[config.mk]
export PLATFORM = sky130hd
export DESIGN_NAME = stall_sink_buffer_flat
export DESIGN_NICKNAME = d
export VERILOG_FILES = /design/src/rtl/stall_sink_pkg.sv /design/src/rtl/stall_sink_buffer_if.sv /design/src/rtl/stall_sink_lane_fifo.sv /design/src/rtl/stall_sink_buffer.sv /design/src/flat_wrapper.sv
export SDC_FILE = /design/constraint.sdc
export NUM_CORES = 1
export LEC_CHECK = 0
export ABC_CLOCK_PERIOD_IN_PS = 4800
export CORE_ASPECT_RATIO = 0.5
export CORE_MARGIN = 2
export CORE_UTILIZATION = 40
export CTS_BUF_LIST = sky130_fd_sc_hd__clkbuf_2
export DETAILED_ROUTE_END_ITERATION = 8
export PLACE_DENSITY_LB_ADDON = 0.08
export SLEW_MARGIN = 20
export SYNTH_ARGS = -nofsm -noshare
export SYNTH_HDL_FRONTEND = slang
export SYNTH_SLANG_ARGS = --single-unit
[constraint.sdc]
create_clock -name clk -period 4.8 [get_ports clk]
set_clock_uncertainty 0.2 [all_clocks]
set_input_delay 0.48 -clock clk [delete_from_list [all_inputs] [get_ports clk]]
set_output_delay 0.48 -clock clk [all_outputs]
set_load 0.1 [all_outputs]
[src/rtl/stall_sink_pkg.sv]
// Shared defaults, lane indices and the count type for the dual-lane stall sink buffer.
package stall_sink_pkg;
    localparam int DEF_DATA_W       = 32;
    localparam int DEF_DEPTH        = 8;
    localparam int DEF_SKID         = 2;
    localparam int DEF_DRAIN_PERIOD = 3;

    localparam int NUM_LANES = 2;
    localparam int LANE_1    = 0;
    localparam int LANE_2    = 1;

    // Occupancy needs one extra bit so that a full FIFO (count == DEPTH) is representable.
    typedef logic [$clog2(DEF_DEPTH):0] count_t;
endpackage

[src/rtl/stall_sink_buffer_if.sv]
// Pipeline-side and consumer-side signals of the stall sink buffer.
// Optional stall_cycles_* counters exist only when STALL_SINK_STATS_EN is defined.
interface stall_sink_buffer_if
    import stall_sink_pkg::*;
#(
    parameter int DATA_W = DEF_DATA_W
);
    logic [DATA_W-1:0] in_data_1;
    logic [DATA_W-1:0] in_data_2;
    logic              in_valid_1;
    logic              in_valid_2;
    logic              flush_1;
    logic              flush_2;
    logic              sink_ready_1;
    logic              sink_ready_2;
    logic              out_stall_1;
    logic              out_stall_2;
    logic [DATA_W-1:0] out_data_1;
    logic [DATA_W-1:0] out_data_2;
    logic              out_valid_1;
    logic              out_valid_2;
    logic              overflow_1;
    logic              overflow_2;
`ifdef STALL_SINK_STATS_EN
    logic [31:0]       stall_cycles_1;
    logic [31:0]       stall_cycles_2;
`endif

    // Handshake: a word is taken whenever in_valid_k is high and the lane is not full;
    // out_stall_k asks the pipeline to stop, SKID entries stay free for words already in
    // flight. out_valid_k is a single-cycle pulse, qualified by sink_ready_k at drain time.
    modport master (
        output in_data_1, in_data_2, in_valid_1, in_valid_2,
        output flush_1, flush_2, sink_ready_1, sink_ready_2,
        input  out_stall_1, out_stall_2, out_data_1, out_data_2,
        input  out_valid_1, out_valid_2, overflow_1, overflow_2
`ifdef STALL_SINK_STATS_EN
        , input stall_cycles_1, stall_cycles_2
`endif
    );

    modport slave (
        input  in_data_1, in_data_2, in_valid_1, in_valid_2,
        input  flush_1, flush_2, sink_ready_1, sink_ready_2,
        output out_stall_1, out_stall_2, out_data_1, out_data_2,
        output out_valid_1, out_valid_2, overflow_1, overflow_2
`ifdef STALL_SINK_STATS_EN
        , output stall_cycles_1, stall_cycles_2
`endif
    );
endinterface

[src/rtl/stall_sink_lane_fifo.sv]
// One lane: FIFO, throttled drain counter, registered stall, sticky overflow.
// STALL_SINK_STATS_EN adds a saturating count of stalled cycles.
module stall_sink_lane_fifo #(
    parameter int DATA_W       = 32,
    parameter int DEPTH        = 8,
    parameter int SKID         = 2,
    parameter int DRAIN_PERIOD = 3
) (
    input  logic              i_clk,
    input  logic              i_rst_n,
    input  logic [DATA_W-1:0] i_data,
    input  logic              i_valid,
    input  logic              i_flush,
    input  logic              i_sink_ready,
    output logic              o_stall,
    output logic [DATA_W-1:0] o_data,
    output logic              o_valid,
    output logic              o_overflow
`ifdef STALL_SINK_STATS_EN
    , output logic [31:0]     o_stall_cycles
`endif
);
    localparam int AW = $clog2(DEPTH);
    localparam int CW = AW + 1;
    localparam int DW = (DRAIN_PERIOD > 1) ? $clog2(DRAIN_PERIOD) : 1;

    localparam logic [CW-1:0] FULL      = CW'(DEPTH);
    localparam logic [CW-1:0] STALL_AT  = CW'(DEPTH - SKID);
    localparam logic [DW-1:0] LAST_TICK = DW'(DRAIN_PERIOD - 1);

    logic [DATA_W-1:0] r_mem [DEPTH];
    logic [AW-1:0]     r_wr_ptr;
    logic [AW-1:0]     r_rd_ptr;
    logic [CW-1:0]     r_count;
    logic [DW-1:0]     r_drain_cnt;
    logic              r_stall;
    logic              r_valid;
    logic              r_overflow;
    logic [DATA_W-1:0] r_data;

    logic              w_tick;
    logic              w_push;
    logic              w_pop;
    logic              w_drop;
    logic [CW-1:0]     w_count_next;

    // Flush dominates: no push, pop or drop is taken in a flushing cycle.
    always_comb begin
        w_tick       = (r_drain_cnt == LAST_TICK);
        w_push       = i_valid && (r_count != FULL) && !i_flush;
        w_drop       = i_valid && (r_count == FULL) && !i_flush;
        w_pop        = w_tick && i_sink_ready && (r_count != '0) && !i_flush;
        w_count_next = r_count + CW'(w_push) - CW'(w_pop);
    end

    always_ff @(posedge i_clk or negedge i_rst_n) begin
        if (!i_rst_n) begin
            r_wr_ptr    <= '0;
            r_rd_ptr    <= '0;
            r_count     <= '0;
            r_drain_cnt <= '0;
            r_stall     <= 1'b0;
            r_valid     <= 1'b0;
            r_overflow  <= 1'b0;
            r_data      <= '0;
        end else begin
            r_drain_cnt <= w_tick ? '0 : r_drain_cnt + 1'b1;
            if (w_drop) begin
                r_overflow <= 1'b1;
            end
            if (i_flush) begin
                r_wr_ptr <= '0;
                r_rd_ptr <= '0;
                r_count  <= '0;
                r_valid  <= 1'b0;
                r_stall  <= 1'b0;
            end else begin
                if (w_push) begin
                    r_wr_ptr <= r_wr_ptr + 1'b1;
                end
                if (w_pop) begin
                    r_rd_ptr <= r_rd_ptr + 1'b1;
                    r_data   <= r_mem[r_rd_ptr];
                end
                r_count <= w_count_next;
                r_valid <= w_pop;
                // Looking at count_next lets the pipeline see stall in the same cycle the threshold is hit.
                r_stall <= (w_count_next >= STALL_AT);
            end
        end
    end

    always_ff @(posedge i_clk) begin
        if (w_push) begin
            r_mem[r_wr_ptr] <= i_data;
        end
    end

    assign o_stall    = r_stall;
    assign o_data     = r_data;
    assign o_valid    = r_valid;
    assign o_overflow = r_overflow;

`ifdef STALL_SINK_STATS_EN
    logic [31:0] r_stall_cycles;

    always_ff @(posedge i_clk or negedge i_rst_n) begin
        if (!i_rst_n) begin
            r_stall_cycles <= '0;
        end else if (r_stall && (r_stall_cycles != '1)) begin
            r_stall_cycles <= r_stall_cycles + 1'b1;
        end
    end

    assign o_stall_cycles = r_stall_cycles;
`endif
endmodule

[src/rtl/stall_sink_buffer.sv]
// Dual-lane stall sink: two independent lane FIFOs that backpressure the pipeline.
// Define STALL_SINK_STATS_EN to add per-lane stall_cycles counters.
module stall_sink_buffer
    import stall_sink_pkg::*;
#(
    parameter int DATA_W       = DEF_DATA_W,
    parameter int DEPTH        = DEF_DEPTH,
    parameter int SKID         = DEF_SKID,
    parameter int DRAIN_PERIOD = DEF_DRAIN_PERIOD
) (
    input logic          clk,
    input logic          reset,
    stall_sink_buffer_if.slave bus
);
    logic [DATA_W-1:0] w_in_data  [NUM_LANES];
    logic              w_in_valid [NUM_LANES];
    logic              w_flush    [NUM_LANES];
    logic              w_ready    [NUM_LANES];
    logic              w_stall    [NUM_LANES];
    logic [DATA_W-1:0] w_out_data [NUM_LANES];
    logic              w_out_valid[NUM_LANES];
    logic              w_overflow [NUM_LANES];

    assign w_in_data[LANE_1]  = bus.in_data_1;
    assign w_in_data[LANE_2]  = bus.in_data_2;
    assign w_in_valid[LANE_1] = bus.in_valid_1;
    assign w_in_valid[LANE_2] = bus.in_valid_2;
    assign w_flush[LANE_1]    = bus.flush_1;
    assign w_flush[LANE_2]    = bus.flush_2;
    assign w_ready[LANE_1]    = bus.sink_ready_1;
    assign w_ready[LANE_2]    = bus.sink_ready_2;

`ifdef STALL_SINK_STATS_EN
    logic [31:0] w_stall_cycles [NUM_LANES];
`endif

    for (genvar g = 0; g < NUM_LANES; g++) begin : g_lane
        stall_sink_lane_fifo #(
            .DATA_W       (DATA_W),
            .DEPTH        (DEPTH),
            .SKID         (SKID),
            .DRAIN_PERIOD (DRAIN_PERIOD)
        ) u_lane (
            .i_clk        (clk),
            .i_rst_n      (reset),
            .i_data       (w_in_data[g]),
            .i_valid      (w_in_valid[g]),
            .i_flush      (w_flush[g]),
            .i_sink_ready (w_ready[g]),
            .o_stall      (w_stall[g]),
            .o_data       (w_out_data[g]),
            .o_valid      (w_out_valid[g]),
            .o_overflow   (w_overflow[g])
`ifdef STALL_SINK_STATS_EN
            , .o_stall_cycles (w_stall_cycles[g])
`endif
        );
    end

    assign bus.out_stall_1 = w_stall[LANE_1];
    assign bus.out_stall_2 = w_stall[LANE_2];
    assign bus.out_data_1  = w_out_data[LANE_1];
    assign bus.out_data_2  = w_out_data[LANE_2];
    assign bus.out_valid_1 = w_out_valid[LANE_1];
    assign bus.out_valid_2 = w_out_valid[LANE_2];
    assign bus.overflow_1  = w_overflow[LANE_1];
    assign bus.overflow_2  = w_overflow[LANE_2];

`ifdef STALL_SINK_STATS_EN
    assign bus.stall_cycles_1 = w_stall_cycles[LANE_1];
    assign bus.stall_cycles_2 = w_stall_cycles[LANE_2];
`endif
endmodule

[src/flat_wrapper.sv]
// flat-port wrapper written by rule: the top's interface ports become plain ports
module stall_sink_buffer_flat import stall_sink_pkg::*;
#(
    parameter int DATA_W       = DEF_DATA_W,
    parameter int DEPTH        = DEF_DEPTH,
    parameter int SKID         = DEF_SKID,
    parameter int DRAIN_PERIOD = DEF_DRAIN_PERIOD
)
  (clk, reset, bus_in_data_1, bus_in_data_2, bus_in_valid_1, bus_in_valid_2, bus_flush_1, bus_flush_2, bus_sink_ready_1, bus_sink_ready_2, bus_out_stall_1, bus_out_stall_2, bus_out_data_1, bus_out_data_2, bus_out_valid_1, bus_out_valid_2, bus_overflow_1, bus_overflow_2);
  stall_sink_buffer_if #(.DATA_W(DATA_W)) bus_i ();
  input logic clk;
  input logic reset;
  input wire logic [$bits(bus_i.in_data_1)-1:0] bus_in_data_1;
  input wire logic [$bits(bus_i.in_data_2)-1:0] bus_in_data_2;
  input wire logic [$bits(bus_i.in_valid_1)-1:0] bus_in_valid_1;
  input wire logic [$bits(bus_i.in_valid_2)-1:0] bus_in_valid_2;
  input wire logic [$bits(bus_i.flush_1)-1:0] bus_flush_1;
  input wire logic [$bits(bus_i.flush_2)-1:0] bus_flush_2;
  input wire logic [$bits(bus_i.sink_ready_1)-1:0] bus_sink_ready_1;
  input wire logic [$bits(bus_i.sink_ready_2)-1:0] bus_sink_ready_2;
  output wire logic [$bits(bus_i.out_stall_1)-1:0] bus_out_stall_1;
  output wire logic [$bits(bus_i.out_stall_2)-1:0] bus_out_stall_2;
  output wire logic [$bits(bus_i.out_data_1)-1:0] bus_out_data_1;
  output wire logic [$bits(bus_i.out_data_2)-1:0] bus_out_data_2;
  output wire logic [$bits(bus_i.out_valid_1)-1:0] bus_out_valid_1;
  output wire logic [$bits(bus_i.out_valid_2)-1:0] bus_out_valid_2;
  output wire logic [$bits(bus_i.overflow_1)-1:0] bus_overflow_1;
  output wire logic [$bits(bus_i.overflow_2)-1:0] bus_overflow_2;
  assign bus_i.in_data_1 = bus_in_data_1;
  assign bus_i.in_data_2 = bus_in_data_2;
  assign bus_i.in_valid_1 = bus_in_valid_1;
  assign bus_i.in_valid_2 = bus_in_valid_2;
  assign bus_i.flush_1 = bus_flush_1;
  assign bus_i.flush_2 = bus_flush_2;
  assign bus_i.sink_ready_1 = bus_sink_ready_1;
  assign bus_i.sink_ready_2 = bus_sink_ready_2;
  assign bus_out_stall_1 = bus_i.out_stall_1;
  assign bus_out_stall_2 = bus_i.out_stall_2;
  assign bus_out_data_1 = bus_i.out_data_1;
  assign bus_out_data_2 = bus_i.out_data_2;
  assign bus_out_valid_1 = bus_i.out_valid_1;
  assign bus_out_valid_2 = bus_i.out_valid_2;
  assign bus_overflow_1 = bus_i.overflow_1;
  assign bus_overflow_2 = bus_i.overflow_2;
  stall_sink_buffer #(.DATA_W(DATA_W), .DEPTH(DEPTH), .SKID(SKID), .DRAIN_PERIOD(DRAIN_PERIOD)) u_core (.clk(clk), .reset(reset), .bus(bus_i));
endmodule
==> results.sh, run 1 <==
export IMPL_status="finished, final reports clean"
export IMPL_path_cells="clkdlybuf4s50_1"
export IMPL_ys_flop_type="edfxtp_1"
export IMPL_yosys_warnings=0
export IMPL_rr_startpoint="u_core.g_lane[0].u_lane.r_count[2]"
export IMPL_postSynthAreaPerCell_um2=22.2
export IMPL_nFillCells=4783
export IMPL_post_dp_cell_area_um2=25800
export IMPL_reg2reg_to="u_core.g_lane[0].u_lane.o_stall"
export IMPL_pin_count=142
export IMPL_first_pass_iters=5
export IMPL_grt_busiest_layer="met2"
export IMPL_reg2reg_slack_ns=1.55
export IMPL_ir_drop_uv=301
export IMPL_cts_tree="yes"
export IMPL_grt_use_met3_pct=4.32
export IMPL_cts_root_buf="clkbuf_2"
export IMPL_slew_headroom_pct=32.5
export IMPL_tns_ns=0
export IMPL_holdPathEnd="u_core.g_lane[1].u_lane.r_drain_cnt[0]"
export IMPL_die_w_um=345
export IMPL_worst_pin_slew_ns=1.01
export IMPL_critical_path_class="reg -> out"
export IMPL_via_per_inst=4.98
export IMPL_regArea_um2=17700
export IMPL_synth_seq_area_share_pct=76.1
export IMPL_synth_top_area_share_pct=66.0
export IMPL_power_density_nw_per_um2=486
export IMPL_hpwl_um=27200
export IMPL_grt_use_met1_pct=19.9
export IMPL_h_tree_depth=4
export IMPL_core_area_um2=57500
export IMPL_clock_sinks=606
export IMPL_synth_edf_count=512
export IMPL_grt_first_pass_wirelength_um=73700
export IMPL_rsz0062_at_grt="no"
export IMPL_cts_repair_resized=0
export IMPL_yosysTopAreaCell="edfxtp_1"
export IMPL_cpLargestDelayFamily="buffers and inverters"
export IMPL_final_common_cell="edfxtp_1"
export IMPL_worstHoldStart="u_core.g_lane[1].u_lane.r_drain_cnt[0]"
export IMPL_max_freq_ghz=0.302
export IMPL_drive_gt1_share_pct=36.7
export IMPL_wl_per_cell_um=21.0
export IMPL_final_min_clock_period_ns=3.31
export IMPL_post_route_period_util_pct=69.0
export IMPL_drc_errors=0
export IMPL_place_gp_congestion=0.728
export IMPL_start_kind="flip-flop"
export IMPL_synthArstFlopShare_pct=15.5
export IMPL_cts_setup_buffers=0
export IMPL_ys_ff_latch=606
export IMPL_initialDrtViolationCount=589
export IMPL_slowest_stage="clkdlybuf4s50_1"
export IMPL_path_buf_inv=1
export IMPL_clk_pin_slew_worst_paths_ns=0.12
export IMPL_vias=11300
export IMPL_cp_data_required_time_ns=4.12
export IMPL_gr_total_overflow=0
export IMPL_wl_um=47900
export IMPL_finalHoldViolCount=0
export IMPL_syn_num_nets=1140
export IMPL_final_design_area_no_fill_um2=28000
export IMPL_syn_area_um2=23300
export IMPL_antenna_found_initial=1
export IMPL_start_util_pct=40.5
export IMPL_die_y_um=175
export IMPL_met2_usage_pct=28.3
export IMPL_io_buffers=141
export IMPL_multi_input_area_um2=5350
export IMPL_grt_start_max_net_pins=67
export IMPL_setup_viol=0
export IMPL_die_area_um2=60300
export IMPL_syn2layout_area_growth_pct=20.1
export IMPL_slew_viol_final=0
export IMPL_maxCapViolCount=0
export IMPL_postRouteAntennaNets=0
export IMPL_track_usage_pct=16.3
export IMPL_final_cell_mix="edfxtp_1, clkbuf_2, clkdlybuf4s50_1"
export IMPL_synthTopCellsByArea="edfxtp_1, mux4_2, dfrtp_1"
export IMPL_synth_cell_type_count=34
export IMPL_synth_cells=1050
export IMPL_crit_arrival_ns=2.63
export IMPL_worstSkewPairLatency_ns=1.10
export IMPL_end_kind="output pin"
export IMPL_rows=62
export IMPL_critPathMaxStageDelay_ns=1.14
export IMPL_min_path_cells=1
export IMPL_cts_path_max_buffers=3
export IMPL_crit_fanout=2
export IMPL_grt_pass1_vias=12700
export IMPL_rr_worst_depth=11
export IMPL_cts_buffers_inserted=140
export IMPL_min_path_type="reg -> reg"
export IMPL_power_leakage_nw=9.47
export IMPL_fin_nets=1486
-- layer usage --
metal | vias to the layer above | wire (µm)
met4 | 0 | 869
li1 | 5106 | -
met5 | - | 0
met3 | 81 | 2000
met2 | 223 | 24500
met1 | 5933 | 20500
-- synthesized netlist by cell type, types with 3 or more instances --
cell type / n
a21o_1: 4
a21oi_1: 14
buf_1: 8
buf_2: 14
buf_6: 4
clkbuf_1: 15
dfrtp_1: 94
edfxtp_1: 512
ha_1: 16
inv_1: 20
mux2_2: 118
mux2_4: 10
mux4_2: 128
nand2_1: 4
nand2b_1: 4
nand3_1: 4
nand3b_1: 4
nor2_1: 18
nor2b_1: 10
nor3_1: 5
nor3b_1: 3
o21ai_0: 10
o31ai_1: 4
or3_1: 4
or3b_2: 4
or4_1: 4
-- kinds of logic (layout without fill, tap and decap cells) --
kind of cell	count (synthesis)	count (layout)	share of synthesized area, %
other	0	1	0
adders and majority gates	18	18	1.03
xor gates and xnor gates	2	2	0.0752
AOI/OAI and AO/OA	36	36	0.946
buffers and inverters	65	526	1.42
and+or+nand+nor	67	67	1.68
muxes	256	256	18.7
DFF	606	606	76.1
-- state kept, by name, indices dropped and copies added, names as in the netlist --
| register | cells |
|---|---|
| u_core.g_lane.u_lane.r_drain_cnt | 4 |
| u_core.g_lane.u_lane.r_wr_ptr | 6 |
| u_core.g_lane.u_lane.r_rd_ptr | 6 |
| u_core.g_lane.u_lane.o_stall | 2 |
| u_core.g_lane.u_lane.o_data | 64 |
| u_core.g_lane.u_lane.r_mem | 512 |
| u_core.g_lane.u_lane.r_count | 8 |
| u_core.g_lane.u_lane.o_valid | 2 |
| u_core.g_lane.u_lane.o_overflow | 2 |
-- through the flow --
stage	utilization [%]	hold slack, ns	cells	power (mW)	worst slack [ns]
finish	48.7	0.240	2280	13.6	1.49
global route	48.7	0.238	2280	14.2	1.25
global placement	44.9	0.218	1947	10.1	1.25
CTS	48.6	0.209	2278	13.8	1.30
floorplan	-	-0.0156	1050	9.19	1.03
detailed placement	44.9	0.226	1947	10.2	1.18
-- report_power, final --
group / leakage (nW) / internal [mW] / switching (mW)
registers: 5.78 / 6.12 / 0.221
clock network: 1.06 / 1.53 / 2.01
logic: 2.62 / 1.05 / 2.66
-- worst max path at each step --
stage	end	from	slack (ns)	depth (start not counted)
floorplan	u_core.g_lane[1].u_lane.r_mem[0][0]	u_core.g_lane[1].u_lane.r_count[2]	1.03	5
global placement	u_core.g_lane[1].u_lane.o_stall	bus_flush_2	1.25	10
detailed placement	u_core.g_lane[1].u_lane.r_mem[6][10]	bus_flush_2	1.18	5
CTS	bus_out_data_2[16]	u_core.g_lane[1].u_lane.o_data[16]	1.30	1
global route	u_core.g_lane[0].u_lane.o_stall	u_core.g_lane[0].u_lane.r_count[2]	1.25	11
finish	bus_out_data_2[16]	u_core.g_lane[1].u_lane.o_data[16]	1.49	1
-- area by class of cell --
cell class / count / area share [%]
inverter: 20 / 0.268
sequential: 606 / 63.4
tap: 768 / 3.43
antenna: 1 / 0.00894
multi-input combinational: 379 / 19.1
timing repair buffer: 249 / 8.73
clock buffer: 219 / 3.92
clock inverter: 38 / 1.09
-- repair_timing --
| action | CTS | global route |
|---|---|---|
| endpoints found under the hold margin | 624 | 0 |
| endpoints found under the setup margin | 0 | 0 |
| hold buffers | 74 | 0 |
No activity file was read; power rests on OpenSTA's default activity.
==> run 2: changes to the inputs <==
--- a/config.mk
+++ b/config.mk
@@ -5,7 +5,7 @@
 export SDC_FILE = /design/constraint.sdc
 export NUM_CORES = 1
 export LEC_CHECK = 0
-export ABC_CLOCK_PERIOD_IN_PS = 4800
+export ABC_CLOCK_PERIOD_IN_PS = 3100
 export CORE_ASPECT_RATIO = 0.5
 export CORE_MARGIN = 2
 export CORE_UTILIZATION = 40
==> constraint.sdc (replaced) <==
create_clock -name clk -period 3.1 [get_ports clk]
set_clock_uncertainty 0.2 [all_clocks]
set_input_delay 0.31 -clock clk [delete_from_list [all_inputs] [get_ports clk]]
set_output_delay 0.31 -clock clk [all_outputs]
set_load 0.1 [all_outputs]
==> run 2 against run 1 <==
Net effect: total power grew 55%; global-route usage grew 0.57 points; critical path depth grew 10; highest routed layer unchanged; register-to-register slack lost 1.4 ns; design area grew 1.1%; non-clock buffer count grew 22; critical endpoint is now u_core.g_lane[1].u_lane.o_stall; first-iteration DRC count grew 15%.
==> results.sh, run 2 (synthesis results as in run 1) <==
export IMPL_h_tree_depth=4
export IMPL_grt_first_pass_wirelength_um=75600
export IMPL_fin_total_pwr_mw=21.0
export IMPL_holdPathEnd="u_core.g_lane[1].u_lane.r_drain_cnt[0]"
export IMPL_first_pass_iters=4
export IMPL_rr_startpoint="u_core.g_lane[1].u_lane.r_count[2]"
export IMPL_worstSkewPairLatency_ns=1.07
export IMPL_slew_headroom_pct=30.5
export IMPL_cts_root_buf="clkbuf_2"
export IMPL_largest_register="u_core.g_lane.u_lane.r_mem"
export IMPL_fin_nets=1509
export IMPL_rows=62
export IMPL_wl_um=49200
export IMPL_grt_pass1_vias=12600
export IMPL_power_density_nw_per_um2=743
export IMPL_wl_per_cell_um=21.3
export IMPL_place_gp_congestion=0.747
export IMPL_rr_worst_depth=11
export IMPL_postRouteAntennaNets=0
export IMPL_setup_ws_ns=0.173
export IMPL_hold_ws_ns=0.238
export IMPL_cts_path_max_buffers=3
export IMPL_worst_pin_slew_ns=1.04
export IMPL_tns_ns=0
export IMPL_pin_count=142
export IMPL_hpwl_um=27100
export IMPL_crit_arrival_ns=3.68
export IMPL_drive_gt1_share_pct=42.1
export IMPL_power_leakage_nw=9.72
export IMPL_vias=11400
export IMPL_rsz0062_at_grt="no"
export IMPL_final_design_area_no_fill_um2=28300
export IMPL_cts_tree="yes"
export IMPL_grt_start_max_net_pins=45
export IMPL_via_per_inst=4.95
export IMPL_post_route_period_util_pct=94.4
export IMPL_end_kind="flip-flop"
export IMPL_crit_fanout=8
export IMPL_gr_total_overflow=0
export IMPL_io_buffers=141
export IMPL_slew_viol_final=0
export IMPL_reg2reg_slack_ns=0.17
export IMPL_post_dp_cell_area_um2=26100
export IMPL_start_util_pct=40.5
export IMPL_pre_cts_slack_ns=0.0708
export IMPL_final_common_cell="edfxtp_1"
export IMPL_min_path_type="reg -> reg"
export IMPL_ir_drop_uv=464
export IMPL_largest_reg_flops=512
export IMPL_clk_pin_slew_worst_paths_ns=0.12
export IMPL_multi_input_area_um2=5390
export IMPL_cts_setup_buffers=0
export IMPL_cts_buffers_inserted=141
export IMPL_maxCapViolCount=0
export IMPL_die_y_um=175
export IMPL_finalHoldViolCount=0
export IMPL_max_freq_ghz=0.342
export IMPL_track_usage_pct=16.8
export IMPL_setup_viol=0
export IMPL_post_route_util_pct=49.2
export IMPL_antenna_found_initial=1
export IMPL_fin_cells=2306
export IMPL_die_area_um2=60300
export IMPL_status="finished, final reports clean"
export IMPL_dp_cells=1969
export IMPL_regArea_um2=17700
export IMPL_nFillCells=4826
export IMPL_clock_sinks=606
export IMPL_start_kind="flip-flop"
export IMPL_cp_data_required_time_ns=3.86
export IMPL_worstHoldStart="u_core.g_lane[1].u_lane.r_drain_cnt[0]"
export IMPL_reg2reg_to="u_core.g_lane[1].u_lane.o_stall"
export IMPL_min_path_cells=1
export IMPL_final_cell_mix="edfxtp_1, clkbuf_2, mux4_2"
export IMPL_drc_errors=0
export IMPL_syn2layout_area_growth_pct=21.5
export IMPL_initialDrtViolationCount=679
export IMPL_core_area_um2=57500
export IMPL_critical_path_class="reg -> reg"
export IMPL_die_w_um=345
export IMPL_final_min_clock_period_ns=2.93
export IMPL_crit_path_start="u_core.g_lane[1].u_lane.r_count[2]"
==> run 2: what timing repair did <==
action,4_1_cts,5_1_grt
hold buffers,75,0
gates resized for setup,0,1
endpoints found under the hold margin,632,0
setup endpoints to repair,0,1
==> run 2: worst max-delay path by stage <==
stage,end,depth (start not counted)
after floorplan,u_core.g_lane[0].u_lane.o_stall,12
after global placement,u_core.g_lane[1].u_lane.o_stall,11
after detailed placement,u_core.g_lane[1].u_lane.o_stall,11
after CTS,u_core.g_lane[1].u_lane.o_stall,11
after global routing,u_core.g_lane[1].u_lane.o_stall,11
final,u_core.g_lane[1].u_lane.o_stall,11
==> run 2: worst max-delay path, stage by stage (launching register included) <==
cell and delay, ns:
dfrtp_1 0.38, inv_1 0.11, ha_1 0.19, nor3b_4 0.39
nor3_4 0.08, ha_1 0.28, inv_1 0.04, ha_1 0.21
fa_1 0.41, xnor2_1 0.16, nor2_1 0.07, a221o_1 0.34
==> run 2: per-layer routing <==
layer / routed length [µm] / global-route usage, % / share of wire, % / vias to the layer above
li1: - / - / - / 5147
met5: 0 / 0 / 0 / -
met1: 21000 / 20.9 / 43 / 5983
met3: 1970 / 4.36 / 4.0 / 79
met2: 25400 / 29.0 / 52 / 215
met4: 809 / 5.28 / 1.6 / 0
==> run 2: cell type report <==
class	count	area share, %
inverter	20	0.265
multi-input combinational	379	19.0
clock buffer	223	3.94
clock inverter	38	1.09
antenna	1	0.00884
timing repair buffer	271	9.55
sequential	606	62.7
tap	768	3.40
==> run 2: power breakdown <==
part           switching [mW]  internal [mW]
Combinational            4.14           1.52
Clock                    3.14           2.39
Sequential              0.370           9.47
Total                    7.65           13.4
==> run 3: changes to the inputs <==
--- a/config.mk
+++ b/config.mk
@@ -10,8 +10,10 @@
 export CORE_MARGIN = 2
 export CORE_UTILIZATION = 40
 export CTS_BUF_LIST = sky130_fd_sc_hd__clkbuf_2
+export CTS_CLUSTER_DIAMETER = 80
 export DETAILED_ROUTE_END_ITERATION = 8
 export PLACE_DENSITY_LB_ADDON = 0.08
+export RECOVER_POWER = 100
 export SLEW_MARGIN = 20
 export SYNTH_ARGS = -nofsm -noshare
 export SYNTH_HDL_FRONTEND = slang
==> run 3 against run 2 <==
Net effect: wire length down 0.25%; design area is 2.1% lower; utilization decreased by 1.0 points; count of clock-buffer cells in the layout is the same; clock power about the same; combinational power shrank 6.9%.
==> results.sh, run 3 (synthesis results as in run 1) <==
export IMPL_die_area_um2=60300
export IMPL_cts_buffers_inserted=141
export IMPL_io_buffers=141
export IMPL_syn2layout_area_growth_pct=18.9
export IMPL_die_w_um=345
export IMPL_initialDrtViolationCount=638
export IMPL_place_gp_congestion=0.747
export IMPL_clock_sinks=606
export IMPL_rows=62
export IMPL_final_cell_mix="edfxtp_1, clkbuf_2, dlygate4sd3_1"
export IMPL_end_kind="flip-flop"
export IMPL_grt_pass1_vias=12600
export IMPL_final_common_cell="edfxtp_1"
export IMPL_clk_pin_slew_worst_paths_ns=0.11
export IMPL_rsz0062_at_grt="no"
export IMPL_antenna_found_initial=1
export IMPL_gr_total_overflow=0
export IMPL_swShare_pct=36.9
export IMPL_crit_fanout=32
export IMPL_post_dp_cell_area_um2=26100
export IMPL_min_path_type="reg -> reg"
export IMPL_start_kind="flip-flop"
export IMPL_largest_register="u_core.g_lane.u_lane.r_mem"
export IMPL_critPathMaxStageDelay_ns=0.68
export IMPL_ir_drop_uv=443
export IMPL_wl_um=49100
export IMPL_h_tree_depth=4
export IMPL_final_design_area_no_fill_um2=27700
export IMPL_p_sw_mw=7.61
export IMPL_clkPwrFrac_pct=26.8
export IMPL_maxCapViolCount=0
export IMPL_drc_errors=0
export IMPL_track_usage_pct=16.8
export IMPL_finalHoldViolCount=0
export IMPL_path_cells="inv_1 -> ha_1 -> or3b_2 -> nand3_1 -> nor3_4 -> clkbuf_2"
export IMPL_cts_root_buf="clkbuf_2"
export IMPL_grt_start_max_net_pins=45
export IMPL_cp_data_required_time_ns=3.40
export IMPL_power_density_nw_per_um2=745
export IMPL_via_per_inst=4.93
export IMPL_fin_nets=1509
export IMPL_p_comb_share_pct=25.6
export IMPL_hpwl_um=27100
export IMPL_worstSkewPairLatency_ns=1.07
export IMPL_slew_headroom_pct=11.7
export IMPL_setup_viol=0
export IMPL_crit_arrival_ns=3.23
export IMPL_start_util_pct=40.5
export IMPL_pin_count=142
export IMPL_status="finished, final reports clean"
export IMPL_postRouteAntennaNets=0
export IMPL_die_y_um=175
export IMPL_internal_power_mw=13.0
export IMPL_p_seq_share_pct=47.6
export IMPL_drive_gt1_share_pct=39.8
export IMPL_worst_pin_slew_ns=1.32
export IMPL_slowest_stage="clkbuf_2"
export IMPL_post_route_period_util_pct=94.5
export IMPL_wl_per_cell_um=21.3
export IMPL_slew_viol_final=0
export IMPL_core_area_um2=57500
export IMPL_critical_path_class="reg -> reg"
export IMPL_vias=11400
export IMPL_power_leakage_nw=9.56
export IMPL_largest_reg_flops=512
export IMPL_first_pass_iters=7
export IMPL_cts_path_max_buffers=3
export IMPL_tns_ns=0
export IMPL_final_min_clock_period_ns=2.93
export IMPL_grt_first_pass_wirelength_um=75600
export IMPL_cts_tree="yes"
export IMPL_max_freq_ghz=0.341
[run 3: cell count changes in the layout (fill, tap and decap cells not counted), moves of 9 or more]
cell             previous run  this run
mux2_1                      0        13
buf_12                     23         9
dlygate4sd3_1              74       138
buf_4                     103        15
clkdlybuf4s50_1            70         6
mux2_4                     10         1
clkbuf_1                    0        11
clkbuf_2                  223       313
[run 3: power groups by stage]
| stage | Combinational (mW) | Clock (mW) | Sequential (mW) |
|---|---|---|---|
| 3_3_place_gp | 5.59 | 0 | 10.0 |
| 3_5_place_dp | 5.62 | 0 | 10.0 |
| 5_1_grt | 5.48 | 6.23 | 9.92 |
| 4_1_cts | 5.72 | 5.79 | 9.86 |
| 6_report | 5.27 | 5.53 | 9.82 |
| 2_1_floorplan | 1.14 | 0 | 13.1 |
[run 3: final timing paths]
path	cells past startpoint	from	slack, ns	end
hold reg to reg	1	u_core.g_lane[1].u_lane.r_drain_cnt[0]	0.24	u_core.g_lane[1].u_lane.r_drain_cnt[0]
setup / recovery	6	u_core.g_lane[1].u_lane.r_count[2]	0.17	u_core.g_lane[1].u_lane.r_mem[1][24]
min in group asynchronous	4	reset	0.70	u_core.g_lane[1].u_lane.o_data[14]
max in group asynchronous	4	reset	0.75	u_core.g_lane[0].u_lane.r_rd_ptr[0]
hold / removal	1	u_core.g_lane[1].u_lane.r_drain_cnt[0]	0.24	u_core.g_lane[1].u_lane.r_drain_cnt[0]
setup reg to reg	6	u_core.g_lane[1].u_lane.r_count[2]	0.17	u_core.g_lane[1].u_lane.r_mem[1][24]
[run 3: stage by stage]
step	worst slack [ns]	power, mW	instances	utilization (%)	hold WS, ns
floorplan	0.0304	14.2	1050	-	-0.186
global placement	0.192	15.6	1969	45.4	0.214
detailed placement	0.0708	15.7	1969	45.4	0.210
CTS	0.0656	21.4	2305	49.2	0.0313
global route	0.0102	21.6	2306	48.2	0.221
finish	0.169	20.6	2306	48.2	0.238
[run 3: cell type report]
type	count	area (µm²)
antenna	1	2.50
tap	768	961
clock inverter	38	309
inverter	20	75.1
multi-input combinational	379	5260
fill	4928	29800
sequential	606	17700
clock buffer	223	1120
timing repair buffer	271	2240
[run 3: worst max-delay path, delay by kind of cell, from the launching register on]
family	cells	cell delay, ns
simple gates	3	0.83
flops	1	0.38
buf+inv	2	0.79
fa+ha+maj	1	0.18
[run 3: what timing repair did]
item / 4_1_cts / 5_1_grt
hold endpoints to repair: 632 / 0
hold buffers: 75 / 0
setup buffers: 0 / 0
endpoints found under the setup margin: 0 / 1
gates resized for setup: 0 / 1
[run 3: routing by layer]
metal | routed length (µm) | GRT usage [%] | share of wire (%) | vias to the layer above
met5 | 0 | 0 | 0 | -
met4 | 731 | 5.28 | 1.5 | 0
met2 | 25400 | 29.0 | 52 | 194
li1 | - | - | - | 5140
met1 | 21000 | 20.9 | 43 | 5963
met3 | 1940 | 4.36 | 4.0 | 74
